**src/rtl/pic_pkg.sv**
```systemverilog
// Shared program-memory geometry and loader state encoding.
// The CPU fetch path and the program RAM use the same width constants.
package pic_pkg;
  localparam int PM_ADDR_W = 11;
  localparam int PM_DATA_W = 14;
  localparam int MAX_WORDS = 2048;

  typedef enum logic [3:0] {
    S_IDLE,
    S_LEN_LO,
    S_LEN_HI,
    S_W_LO,
    S_W_HI,
    S_WRITE,
    S_CSUM,
    S_DONE,
    S_ERR
  } loader_state_t;
endpackage

```
**src/rtl/prog_mem_loader_if.sv**
```systemverilog
// Byte stream in (valid/ready) and program-memory write port out.
// slave = loader side, master = byte source / memory side.
interface prog_mem_loader_if;
  logic                         rx_valid;
  logic [7:0]                   rx_data;
  logic                         rx_ready;
  logic                         pm_we;
  logic [pic_pkg::PM_ADDR_W-1:0] pm_addr;
  logic [pic_pkg::PM_DATA_W-1:0] pm_wdata;

  modport slave (
    input  rx_valid, rx_data,
    output rx_ready, pm_we, pm_addr, pm_wdata
  );

  modport master (
    output rx_valid, rx_data,
    input  rx_ready, pm_we, pm_addr, pm_wdata
  );
endinterface

```
**src/rtl/loader_checksum.sv**
```systemverilog
// 8-bit modular byte accumulator. zero reports whether the running sum
// plus the byte currently on din is 0, so the final byte can be judged in-cycle.
module loader_checksum (
  input  logic       clk,
  input  logic       rst,
  input  logic       clr,
  input  logic       add,
  input  logic [7:0] din,
  output logic       zero
);
  logic [7:0] acc;

  always_ff @(posedge clk or posedge rst) begin
    if (rst)      acc <= 8'h00;
    else if (clr) acc <= 8'h00;
    else if (add) acc <= acc + din;
  end

  assign zero = ((acc + din) == 8'h00);
endmodule

```
**src/rtl/prog_mem_loader.sv**
```systemverilog
// Framed byte-stream loader for the 2048x14 program RAM; holds the CPU in reset
// while loading. Define PROG_LOADER_CSUM_EN to require a trailing checksum byte.
module prog_mem_loader
  import pic_pkg::*;
(
  input  logic               clk,
  input  logic               rst,
  input  logic               start,
  prog_mem_loader_if.slave   bus,
  output logic               cpu_hold,
  output logic               busy,
  output logic               done,
  output logic               error
);
  loader_state_t          state_q, state_d;
  logic [15:0]            len_q;
  logic [15:0]            cnt_q;
  logic [7:0]             lo_q;
  logic [PM_ADDR_W-1:0]   addr_q;
  logic [PM_DATA_W-1:0]   wdata_q;
  logic                   done_q;
  logic                   rdy;
  logic                   xfer;
  logic                   start_ok;
  logic [15:0]            len_n;
  logic                   len_bad;
  logic                   last_word;
  logic                   csum_zero;

  assign xfer      = bus.rx_valid & rdy;
  assign start_ok  = start & ((state_q == S_IDLE) | (state_q == S_DONE) | (state_q == S_ERR));
  assign len_n     = {bus.rx_data, len_q[7:0]};
  assign len_bad   = (len_n == 16'd0) || (len_n > 16'(MAX_WORDS));
  assign last_word = ((cnt_q + 16'd1) == len_q);

`ifdef PROG_LOADER_CSUM_EN
  loader_checksum u_csum (
    .clk  (clk),
    .rst  (rst),
    .clr  (start_ok),
    .add  (xfer),
    .din  (bus.rx_data),
    .zero (csum_zero)
  );
`else
  assign csum_zero = 1'b1;
`endif

  always_comb begin
    state_d = state_q;
    rdy     = 1'b0;
    case (state_q)
      S_IDLE, S_DONE, S_ERR: if (start_ok) state_d = S_LEN_LO;
      S_LEN_LO: begin
        rdy = 1'b1;
        if (bus.rx_valid) state_d = S_LEN_HI;
      end
      S_LEN_HI: begin
        rdy = 1'b1;
        if (bus.rx_valid) state_d = len_bad ? S_ERR : S_W_LO;
      end
      S_W_LO: begin
        rdy = 1'b1;
        if (bus.rx_valid) state_d = S_W_HI;
      end
      S_W_HI: begin
        rdy = 1'b1;
        if (bus.rx_valid) state_d = (bus.rx_data[7:6] != 2'b00) ? S_ERR : S_WRITE;
      end
      S_WRITE: begin
`ifdef PROG_LOADER_CSUM_EN
        state_d = last_word ? S_CSUM : S_W_LO;
`else
        state_d = last_word ? S_DONE : S_W_LO;
`endif
      end
`ifdef PROG_LOADER_CSUM_EN
      S_CSUM: begin
        rdy = 1'b1;
        if (bus.rx_valid) state_d = csum_zero ? S_DONE : S_ERR;
      end
`endif
      default: state_d = S_IDLE;
    endcase
  end

  always_ff @(posedge clk or posedge rst) begin
    if (rst) begin
      state_q <= S_IDLE;
      len_q   <= '0;
      cnt_q   <= '0;
      lo_q    <= '0;
      addr_q  <= '0;
      wdata_q <= '0;
      done_q  <= 1'b0;
    end else begin
      state_q <= state_d;
      done_q  <= (state_d == S_DONE) && (state_q != S_DONE);
      if (start_ok) begin
        cnt_q  <= '0;
        addr_q <= '0;
      end
      if (xfer && state_q == S_LEN_LO) len_q[7:0]  <= bus.rx_data;
      if (xfer && state_q == S_LEN_HI) len_q[15:8] <= bus.rx_data;
      if (xfer && state_q == S_W_LO)   lo_q        <= bus.rx_data;
      if (xfer && state_q == S_W_HI)   wdata_q     <= {bus.rx_data[5:0], lo_q};
      // address wraps after 2047; the length limit keeps that from aliasing
      if (state_q == S_WRITE) begin
        cnt_q  <= cnt_q + 16'd1;
        addr_q <= addr_q + PM_ADDR_W'(1);
      end
    end
  end

  assign bus.rx_ready = rdy;
  assign bus.pm_we    = (state_q == S_WRITE);
  assign bus.pm_addr  = addr_q;
  assign bus.pm_wdata = wdata_q;
  assign done         = done_q;
  assign error        = (state_q == S_ERR);
  assign busy         = (state_q != S_IDLE) && (state_q != S_DONE) && (state_q != S_ERR);
  assign cpu_hold     = (state_q != S_IDLE) && (state_q != S_DONE);
endmodule
```
**src/flat_wrapper.sv**
```systemverilog
// flat-port wrapper written by rule: the top's interface ports become plain ports
module prog_mem_loader_flat import pic_pkg::*;
  (clk, rst, start, cpu_hold, busy, done, error, bus_rx_valid, bus_rx_data, bus_rx_ready, bus_pm_we, bus_pm_addr, bus_pm_wdata);
  prog_mem_loader_if bus_i ();
  input  logic clk;
  input  logic rst;
  input  logic start;
  output logic cpu_hold;
  output logic busy;
  output logic done;
  output logic error;
  input wire logic [$bits(bus_i.rx_valid)-1:0] bus_rx_valid;
  input wire logic [$bits(bus_i.rx_data)-1:0] bus_rx_data;
  output wire logic [$bits(bus_i.rx_ready)-1:0] bus_rx_ready;
  output wire logic [$bits(bus_i.pm_we)-1:0] bus_pm_we;
  output wire logic [$bits(bus_i.pm_addr)-1:0] bus_pm_addr;
  output wire logic [$bits(bus_i.pm_wdata)-1:0] bus_pm_wdata;
  assign bus_i.rx_valid = bus_rx_valid;
  assign bus_i.rx_data = bus_rx_data;
  assign bus_rx_ready = bus_i.rx_ready;
  assign bus_pm_we = bus_i.pm_we;
  assign bus_pm_addr = bus_i.pm_addr;
  assign bus_pm_wdata = bus_i.pm_wdata;
  prog_mem_loader u_core (.clk(clk), .rst(rst), .start(start), .bus(bus_i), .cpu_hold(cpu_hold), .busy(busy), .done(done), .error(error));
endmodule
```
**config.mk**
```make
export PLATFORM = sky130hd
export DESIGN_NAME = prog_mem_loader_flat
export DESIGN_NICKNAME = d
export VERILOG_FILES = /design/src/rtl/pic_pkg.sv /design/src/rtl/prog_mem_loader_if.sv /design/src/rtl/loader_checksum.sv /design/src/rtl/prog_mem_loader.sv /design/src/flat_wrapper.sv
export SDC_FILE = /design/constraint.sdc
export NUM_CORES = 1
export LEC_CHECK = 0
export CAP_MARGIN = 15
export CORE_AREA = 2 2 85 87
export DETAILED_ROUTE_END_ITERATION = 8
export DIE_AREA = 0 0 87 89
export PLACE_DENSITY = 0.81
export SLEW_MARGIN = 25
export SYNTH_ARGS = -nofsm -noshare
export SYNTH_HDL_FRONTEND = slang
export SYNTH_SLANG_ARGS = --single-unit
```
**constraint.sdc**
```tcl
create_clock -name clk -period 2.2 [get_ports clk]
set_input_delay 0.22 -clock clk [delete_from_list [all_inputs] [get_ports clk]]
set_output_delay 0.22 -clock clk [all_outputs]
set_load 0.005 [all_outputs]
```
==> impl_metrics.toml, run 1 <==
[run_status]
status = "complete, no violations"

[sta]
fin_crit_ps = 2066
skew_ps = 13.64
hold_viol_final = 0
rsz0062_at_grt = "no"
setup-tns-final_ps = 0
setup_violations = 0
fin_ws_ps = 133.5
max_freq_mhz = 483.9
tightest_slew_ps = 593.6
slew_violations = 0
slew_headroom_pct = 60.13
finalCritPeriodShare_pct = 93.93

[yosys]
synth_ff_type = "dfrtp_1"
synth-edff-count = 0
synth_top_area_share_pct = 47.30
synth_cells = 341
ys_types = 57
yosysSeqAreaShare_pct = 47.30
synth_top_cell_by_area = "dfrtp_1"
synth-seq-cells = 70
synthArstFlopShare_pct = 100.0
syn_area_per_cell_um2 = 10.86
syn_nets = 355
synth_area_mm2 = 0.003704
yosysWarnings = 0
ys_top_cells_by_area = "dfrtp_1 (47%), mux2_2 (11%), o21ai_0 (4.5%), xnor2_1 (3.3%), nor2_1 (2.4%)"

[clocking]
clock_latency_ps = 360
cts_tree = "yes"
clk_root_buffer_cell = "clkbuf_8"
cts_buffers = 9
postCtsHoldBufs = 0
htreeDepth = 3
clkSinkCount = 70
cts_buffer_depth = 2
path_clk_slew_ps = 80

[cells_and_area]
multiInputGateArea_mm2 = 0.001803
final_nets = 409
seqCellArea_mm2 = 0.001753
final_cell_area_mm2 = 0.004473
layout-drive-gt1-share_pct = 22.75
diodes = 0
num-fill-cells = 507
syn_to_final_growth_pct = 20.78

[worst_setup_path]
rr_worst_depth = 7
regToRegSetupSlack_ps = 180
end_kind = "output pin"
critical_path.endpoint = "bus_rx_ready"
cp_max_fo = 10
worstSetupStartpointType = "flop"
worstPathArrival_ps = 1850
rr_startpoint = "u_core.cnt_q[1]"
crit_required_ps = 1980
criticalPathCategory = "reg2out"
crit_start = "u_core.state_q[2]"
timing.rr.end = "u_core.state_q[2]"

[die]
pin_count = 43
core_mm2 = 0.006719
placementRows = 30
initial_core_util_pct = 55.12
dieArea_mm2 = 0.007743
die_width_um = 87
dieHeight_um = 89

[placement]
gp_congestion = 0.8776
dp_slack_ps = 142.4
place_area_mm2 = 0.004232
io_buffers = 42
hpwl_um = 6021

[grt]
antenna_found_initial = 0
grt_pass1_wl_um = 14140
overflow = 0
grt_max_degree = 39
grt.total_usage_pct = 23.95
grt_pass1_vias = 2890

[drt]
via_per_inst = 6.094
drc = 0
vias = 2925
wl_um = 8456
drt_first_pass_iters = 5
first_iter_violations = 217
ant_nets = 0
drt-wirelength-per-cell_um = 17.62

[power]
power_leakage_nw = 1.893
p_per_area_mw_per_mm2 = 1039
ir_worst_vdd_uv = 629.5

[run]
drv_cap = 0

[hold_path]
hold_path.class = "in2async"
-- worst min path at each step --
stage	startpoint	slack [ps]	depth (start not counted)	endpoint
6_report	rst	200	2	u_core.bus.pm_addr[10]
5_1_grt	rst	250	2	u_core.bus.pm_addr[10]
4_1_cts	rst	210	2	u_core.bus.pm_addr[10]
3_5_place_dp	u_core.lo_q[6]	480	1	u_core.lo_q[6]
3_3_place_gp	u_core.bus.pm_addr[10]	470	1	u_core.bus.pm_addr[10]
2_1_floorplan	bus_rx_data[5]	350	1	u_core.lo_q[5]
-- logic make-up after synthesis --
family	Yosys count	share of synthesized area [%]
buffers and inverters	24	4.088
AOI/OAI and AO/OA	74	12.20
adders and majority gates	2	0.6756
muxes	39	11.86
and+or+nand+nor	106	16.93
DFF	70	47.30
xor gates and xnor gates	26	6.960
-- critical path: stages, from the launching register on --
cell             delay [ps]
dfrtp_1                 390
buf_4                   180
inv_1                   180
nor2_1                   70
nor3_1                  140
clkdlybuf4s50_1         520
-- state kept, by name, indices dropped and copies added (netlist names) --
| name | count |
|---|---|
| u_core.bus.pm_addr | 11 |
| u_core.state_q | 4 |
| u_core.lo_q | 8 |
| u_core.bus.pm_wdata | 14 |
| u_core.done | 1 |
| u_core.len_q | 16 |
| u_core.cnt_q | 16 |
-- cell usage after synthesis, types with 2 or more instances --
cell type	number
nor4_1	2
buf_2	4
or4_1	2
o21ai_0	33
xor2_1	10
mux2_2	37
xnor2_1	14
nand4_1	7
a22oi_1	2
nor2_1	24
a21oi_1	6
nor3_1	5
o31ai_1	5
nor4_4	3
o41ai_1	3
dfrtp_1	70
o211ai_1	2
mux2_1	2
o21ai_1	3
buf_4	3
nand2_1	23
a31oi_1	8
inv_1	5
xor3_1	2
ha_1	2
clkbuf_8	3
o22ai_1	4
and3_1	5
nand3_1	17
nand2b_1	3
clkbuf_1	6
-- metrics by stage --
step | hold WS [ps] | util, % | power [mW] | cells
floorplan | 351.7 | - | 2.923 | 341
global placement | 471.6 | 62.98 | 3.508 | 461
detailed placement | 481.9 | 62.98 | 3.588 | 461
CTS | 208.6 | 66.00 | 4.646 | 477
global route | 250.8 | 66.57 | 4.915 | 480
finish | 199.9 | 66.57 | 4.646 | 480
-- cell type report --
cell class	instances	area share, %
Tap cell	80	2.238
Multi-Input combinational cell	247	40.31
Clock buffer	10	3.077
Timing Repair Buffer	62	13.31
Inverter	5	0.5035
Sequential cell	70	39.19
Clock inverter	6	1.371
-- metal layers --
layer	track usage [%]	up-vias	wire length, um
met5	0	-	0
met3	4.617	21	404
li1	-	1356	-
met2	38.79	95	4169
met4	10.94	0	201
met1	31.44	1453	3680
-- layout by cell type (no fill, tap or decap), drive strengths merged, types with 14 or more instances in the layout --
cell            n
buf            20
clkdlybuf4s50  42
dfrtp          70
mux2           39
nand2          23
nand3          18
nor2           25
o21ai          36
xnor2          14
-- report_power, final --
part / leakage, nW / switching, mW / internal, mW
clock: 0.102 / 0.504 / 0.550
sequential: 0.915 / 0.282 / 1.65
combinational: 0.876 / 0.725 / 0.939
-- what timing repair did --
| item | 4_1_cts | 5_1_grt |
|---|---|---|
| buffers inserted | 0 | 3 |
| gates cloned | 0 | 0 |
| gates resized for setup | 1 | 2 |
| endpoints found under the setup margin | 1 | 3 |
No activity file was read; power rests on OpenSTA's default activity.
==> run 2: changes to the inputs <==
Settings changed: PLACE_DENSITY 0.81 to 0.78, TNS_END_PERCENT set to 10.
==> run 2 against run 1 <==
- sequential power about the same
- die area did not move
- non-clock buffer count is 1 lower
- cell count is 0.21% lower
- via count fell by 1.2%
- clock-buffer cell count down 1
- global-route usage down 0.85 points
- fmax is 1.2% lower
- combinational power is essentially flat
- clock skew is 3.9 ps lower
- routed wire length fell by 1.6%
- first-iteration DRC count fell by 9.2%
- highest routed layer unchanged
==> impl_metrics.toml, run 2 (synthesis gave the netlist of run 1 again) <==
[cells_and_area]
num-fill-cells = 497
layout_commonest_cell = "dfrtp_1"
multiInputGateArea_mm2 = 0.001815
seqCellArea_mm2 = 0.001753
final_nets = 408
layout-drive-gt1-share_pct = 22.81
most-common-layout-cells = "dfrtp_1 (69), clkdlybuf4s50_1 (42), mux2_2 (37)"
syn_to_final_growth_pct = 21.25
diodes = 0

[clocking]
clock_latency_ps = 360
clk_root_buffer_cell = "clkbuf_8"
htreeDepth = 3
clkSinkCount = 70
postCtsHoldBufs = 0
cts_buffer_depth = 2
path_clk_slew_ps = 80
cts_buffers = 9
postCtsSetupBuffers = 0
cts_tree = "yes"

[sta]
slew_violations = 0
fin_crit_ps = 2091
setup-tns-final_ps = 0
finalCritPeriodShare_pct = 95.04
setup_violations = 0
hold_slack_ps = 251.0
rsz0062_at_grt = "no"
max_freq_mhz = 478.3
skew_ps = 9.704
tightest_slew_ps = 613.8
slew_headroom_pct = 59.02
fin_ws_ps = 109.0
hold_viol_final = 0

[die]
placementRows = 30
dieArea_mm2 = 0.007743
die_width_um = 87
initial_core_util_pct = 55.12
pin_count = 43
dieHeight_um = 89
core_mm2 = 0.006719

[grt]
grt_util_met3_pct = 6.002
grt.total_usage_pct = 23.11
overflow = 0
grt_pass1_vias = 2716
use_met2_pct = 35.18
top_usage_layer = "met2"
grt_max_degree = 44
antenna_found_initial = 0
grt_pass1_wl_um = 13570
use_met1_pct = 31.33

[worst_setup_path]
critPathMaxStageDelay_ps = 560
crit_chain = "buf_4, a31oi_2, clkdlybuf4s50_1"
crit_required_ps = 1980
cpMaxStageDelayCell = "clkdlybuf4s50_1"
crit_family = "buffers and inverters"
worstPathArrival_ps = 1870
criticalPathCategory = "reg2out"
worstSetupStartpointType = "flop"
cp_max_fo = 9
crit_buf_inv = 2
regToRegSetupSlack_ps = 200
end_kind = "output pin"

[run_status]
status = "complete, no violations"

[placement]
io_buffers = 42
gp_congestion = 0.9005
hpwl_um = 5941
dp_slack_ps = 84.99

[drt]
vias = 2891
first_iter_violations = 197
drt-wirelength-per-cell_um = 17.37
drt_first_pass_iters = 4
ant_nets = 0
drc = 0
wl_um = 8318
via_per_inst = 6.035

[power]
p_per_area_mw_per_mm2 = 1068
power_leakage_nw = 1.910
ir_worst_vdd_uv = 776.2

[hold_path]
hold_path.class = "in2async"

[run]
drv_cap = 0
run 2: routing by layer:
layer | vias to the layer above | part of all wire, %
li1 | 1350 | -
met1 | 1434 | 44
met2 | 85 | 49
met3 | 22 | 4.6
met4 | 0 | 2.5
met5 | - | 0
run 2: what timing repair did:
action,in CTS,in global routing
resized for setup,2,3
pin swaps,0,0
endpoints found under the setup margin,2,2
run 2: final timing paths:
check	from	endpoint	cells after the start
min in group clk	u_core.bus.pm_addr[10]	u_core.bus.pm_addr[10]	1
max in group asynchronous	rst	u_core.state_q[0]	3
hold reg to reg	u_core.bus.pm_addr[10]	u_core.bus.pm_addr[10]	1
setup reg to reg	u_core.cnt_q[1]	u_core.state_q[2]	7
hold / removal	rst	u_core.cnt_q[4]	2
setup / recovery	u_core.state_q[0]	busy	3
run 2: layout make-up:
| cell class | instances | area share [%] |
|---|---|---|
| Clock buffer | 9 | 2.758 |
| Inverter | 5 | 0.4179 |
| Timing Repair Buffer | 61 | 12.82 |
| Tap cell | 80 | 2.229 |
| Clock inverter | 7 | 2.313 |
| Multi-Input combinational cell | 247 | 40.43 |
| Sequential cell | 70 | 39.04 |
run 2: worst reg2reg max path: stages, from the launching register on:
cell and delay [ps]:
dfrtp_1 450, ha_1 370, xor2_1 210, xnor2_1 130
nand4_1 130, nor4_2 330, nand4_1 160, o21ai_1 150
run 2: report_power, final:
group | internal, mW | total [mW] | switching, mW
Clock | 0.652 | 1.18 | 0.532
Sequential | 1.65 | 1.93 | 0.282
Combinational | 0.950 | 1.68 | 0.732
Total | 3.25 | 4.79 | 1.55
run 2: stage by stage:
stage                     total power, mW  utilization, %  instances  instance area, um2
after CTS                           4.802           66.69        479                4481
after floorplan                     2.923               -        341                3704
after global placement              3.528           63.20        463                4247
after global routing                5.044           66.83        479                4491
after detailed placement            3.593           63.20        463                4247
final                               4.794           66.83        479                4491
==> run 3: changes to the inputs <==
Settings changed: CORE_AREA 2 2 85 87 to 2 2 83 85, CTS_BUF_LIST set to sky130_fd_sc_hd__clkbuf_4, DIE_AREA 0 0 87 89 to 0 0 85 87, PLACE_DENSITY 0.78 to 0.81.
==> run 3 against run 2 <==
- non-clock buffer count up 2
- register-to-register slack worse by 20 ps
- via count down 0.35%
- utilization up 0.25 points
- combinational power about the same
- first-iteration DRC count up 1.0%
- fmax down 1.4%
- clock skew up 3.1 ps
- power down 7.8%
==> impl_metrics.toml, run 3 (synthesis gave the netlist of run 1 again) <==
[worst_setup_path]
criticalPathCategory = "reg2out"
end_kind = "output pin"
crit_required_ps = 1980
cpMaxStageDelayCell = "clkdlybuf4s50_1"
timing.rr.end = "u_core.state_q[2]"
rr_startpoint = "u_core.cnt_q[1]"
cp_max_fo = 10
worstPathArrival_ps = 1900
critPathMaxStageDelay_ps = 570
regToRegSetupSlack_ps = 180
rr_worst_depth = 7
crit_chain = "buf_4, nor3_2, a31oi_1, clkdlybuf4s50_1"
worstSetupStartpointType = "flop"

[grt]
antenna_found_initial = 0
grt_pass1_vias = 2864
grt.total_usage_pct = 24.06
grt_max_degree = 34
grt_pass1_wl_um = 13950
overflow = 0

[sta]
hold_slack_ps = 182.6
max_freq_mhz = 471.8
hold_viol_final = 0
finalCritPeriodShare_pct = 96.35
slew_headroom_pct = 60.70
setup_violations = 0
fin_crit_ps = 2120
slew_violations = 0
skew_ps = 12.78
rsz0062_at_grt = "yes"
tightest_slew_ps = 585.1

[cells_and_area]
multiInputGateArea_mm2 = 0.001808
final_nets = 410
seqCellArea_mm2 = 0.001752
syn_to_final_growth_pct = 18.99
layout-drive-gt1-share_pct = 22.94
fin_cells = 481
diodes = 0
num-fill-cells = 463
most-common-layout-cells = "dfrtp_1 (70), clkdlybuf4s50_1 (42), mux2_2 (37)"
layout_commonest_cell = "dfrtp_1"
final_cell_area_mm2 = 0.004407

[placement]
hpwl_um = 6065
placed_cells = 465
place_area_mm2 = 0.004262
gp_congestion = 0.9301
io_buffers = 42

[die]
die_width_um = 85
core_mm2 = 0.006569
pin_count = 43
dieArea_mm2 = 0.007395
initial_core_util_pct = 56.38
dieHeight_um = 87
placementRows = 30

[run]
drv_cap = 0

[drt]
drt_first_pass_iters = 5
ant_nets = 0
drt-wirelength-per-cell_um = 17.14
drc = 0
first_iter_violations = 199
wl_um = 8245
via_per_inst = 5.990
vias = 2881

[clocking]
path_clk_slew_ps = 120
clock_latency_ps = 410
cts_buffers = 9
cts_tree = "yes"
cts_resized = 0
clkSinkCount = 70
postCtsHoldBufs = 0
postCtsSetupBuffers = 0
clk_root_buffer_cell = "clkbuf_4"
cts_buffer_depth = 2
htreeDepth = 3

[hold_path]
hold_path.class = "in2async"

[power]
p_per_area_mw_per_mm2 = 1003
power_leakage_nw = 1.885
ir_worst_vdd_uv = 761.6
power.total_mw = 4.421

[run_status]
status = "complete, no violations"
-- run 3: power by group --
part | total (mW) | switching, mW | internal (mW) | leakage (nW)
clock network | 0.823 | 0.465 | 0.358 | 0.0801
registers | 1.95 | 0.303 | 1.64 | 0.916
logic | 1.65 | 0.718 | 0.935 | 0.888
-- run 3: area by class of cell --
type | instances | area share [%]
multi-input cells | 247 | 41.03
flip-flops and latches | 70 | 39.75
repair buffers | 63 | 13.40
well taps | 80 | 2.271
clock buffers | 10 | 1.704
clock inverters | 6 | 1.420
inverters | 5 | 0.4259
-- run 3: critical path: cells and delay by family (launching register included) --
| family | cells | cell delay [ps] |
|---|---|---|
| buf+inv | 2 | 770 |
| flops | 1 | 370 |
| compound gates | 1 | 280 |
| simple gates | 1 | 90 |
-- run 3: worst max-delay path by stage --
stage,startpoint,endpoint,slack [ps],cells after the start
detailed placement,bus_rx_data[2],u_core.state_q[1],80,7
CTS,u_core.state_q[1],bus_rx_ready,50,5
finish,u_core.state_q[2],busy,80,4
floorplan,rst,u_core.bus.pm_addr[0],210,1
global placement,bus_rx_data[2],u_core.state_q[1],160,7
global route,u_core.state_q[2],busy,-40,4
-- run 3: per-stage QoR --
stage | utilization, % | worst slack [ps] | setup TNS [ps]
2_1_floorplan | - | 211.8 | 0
3_3_place_gp | 64.88 | 163.0 | 0
3_5_place_dp | 64.88 | 78.65 | 0
4_1_cts | 66.97 | 48.91 | 0
5_1_grt | 67.09 | -44.26 | -95.53
6_report | 67.09 | 80.27 | 0
-- run 3: metal layers --
metal  vias to the layer above  GRT usage, %  wire length, um
met1                      1423         33.02             3660
met4                         0         9.812              227
li1                       1354             -                -
met5                         -             0                0
met2                        86         37.22             3937
met3                        18         5.498              420
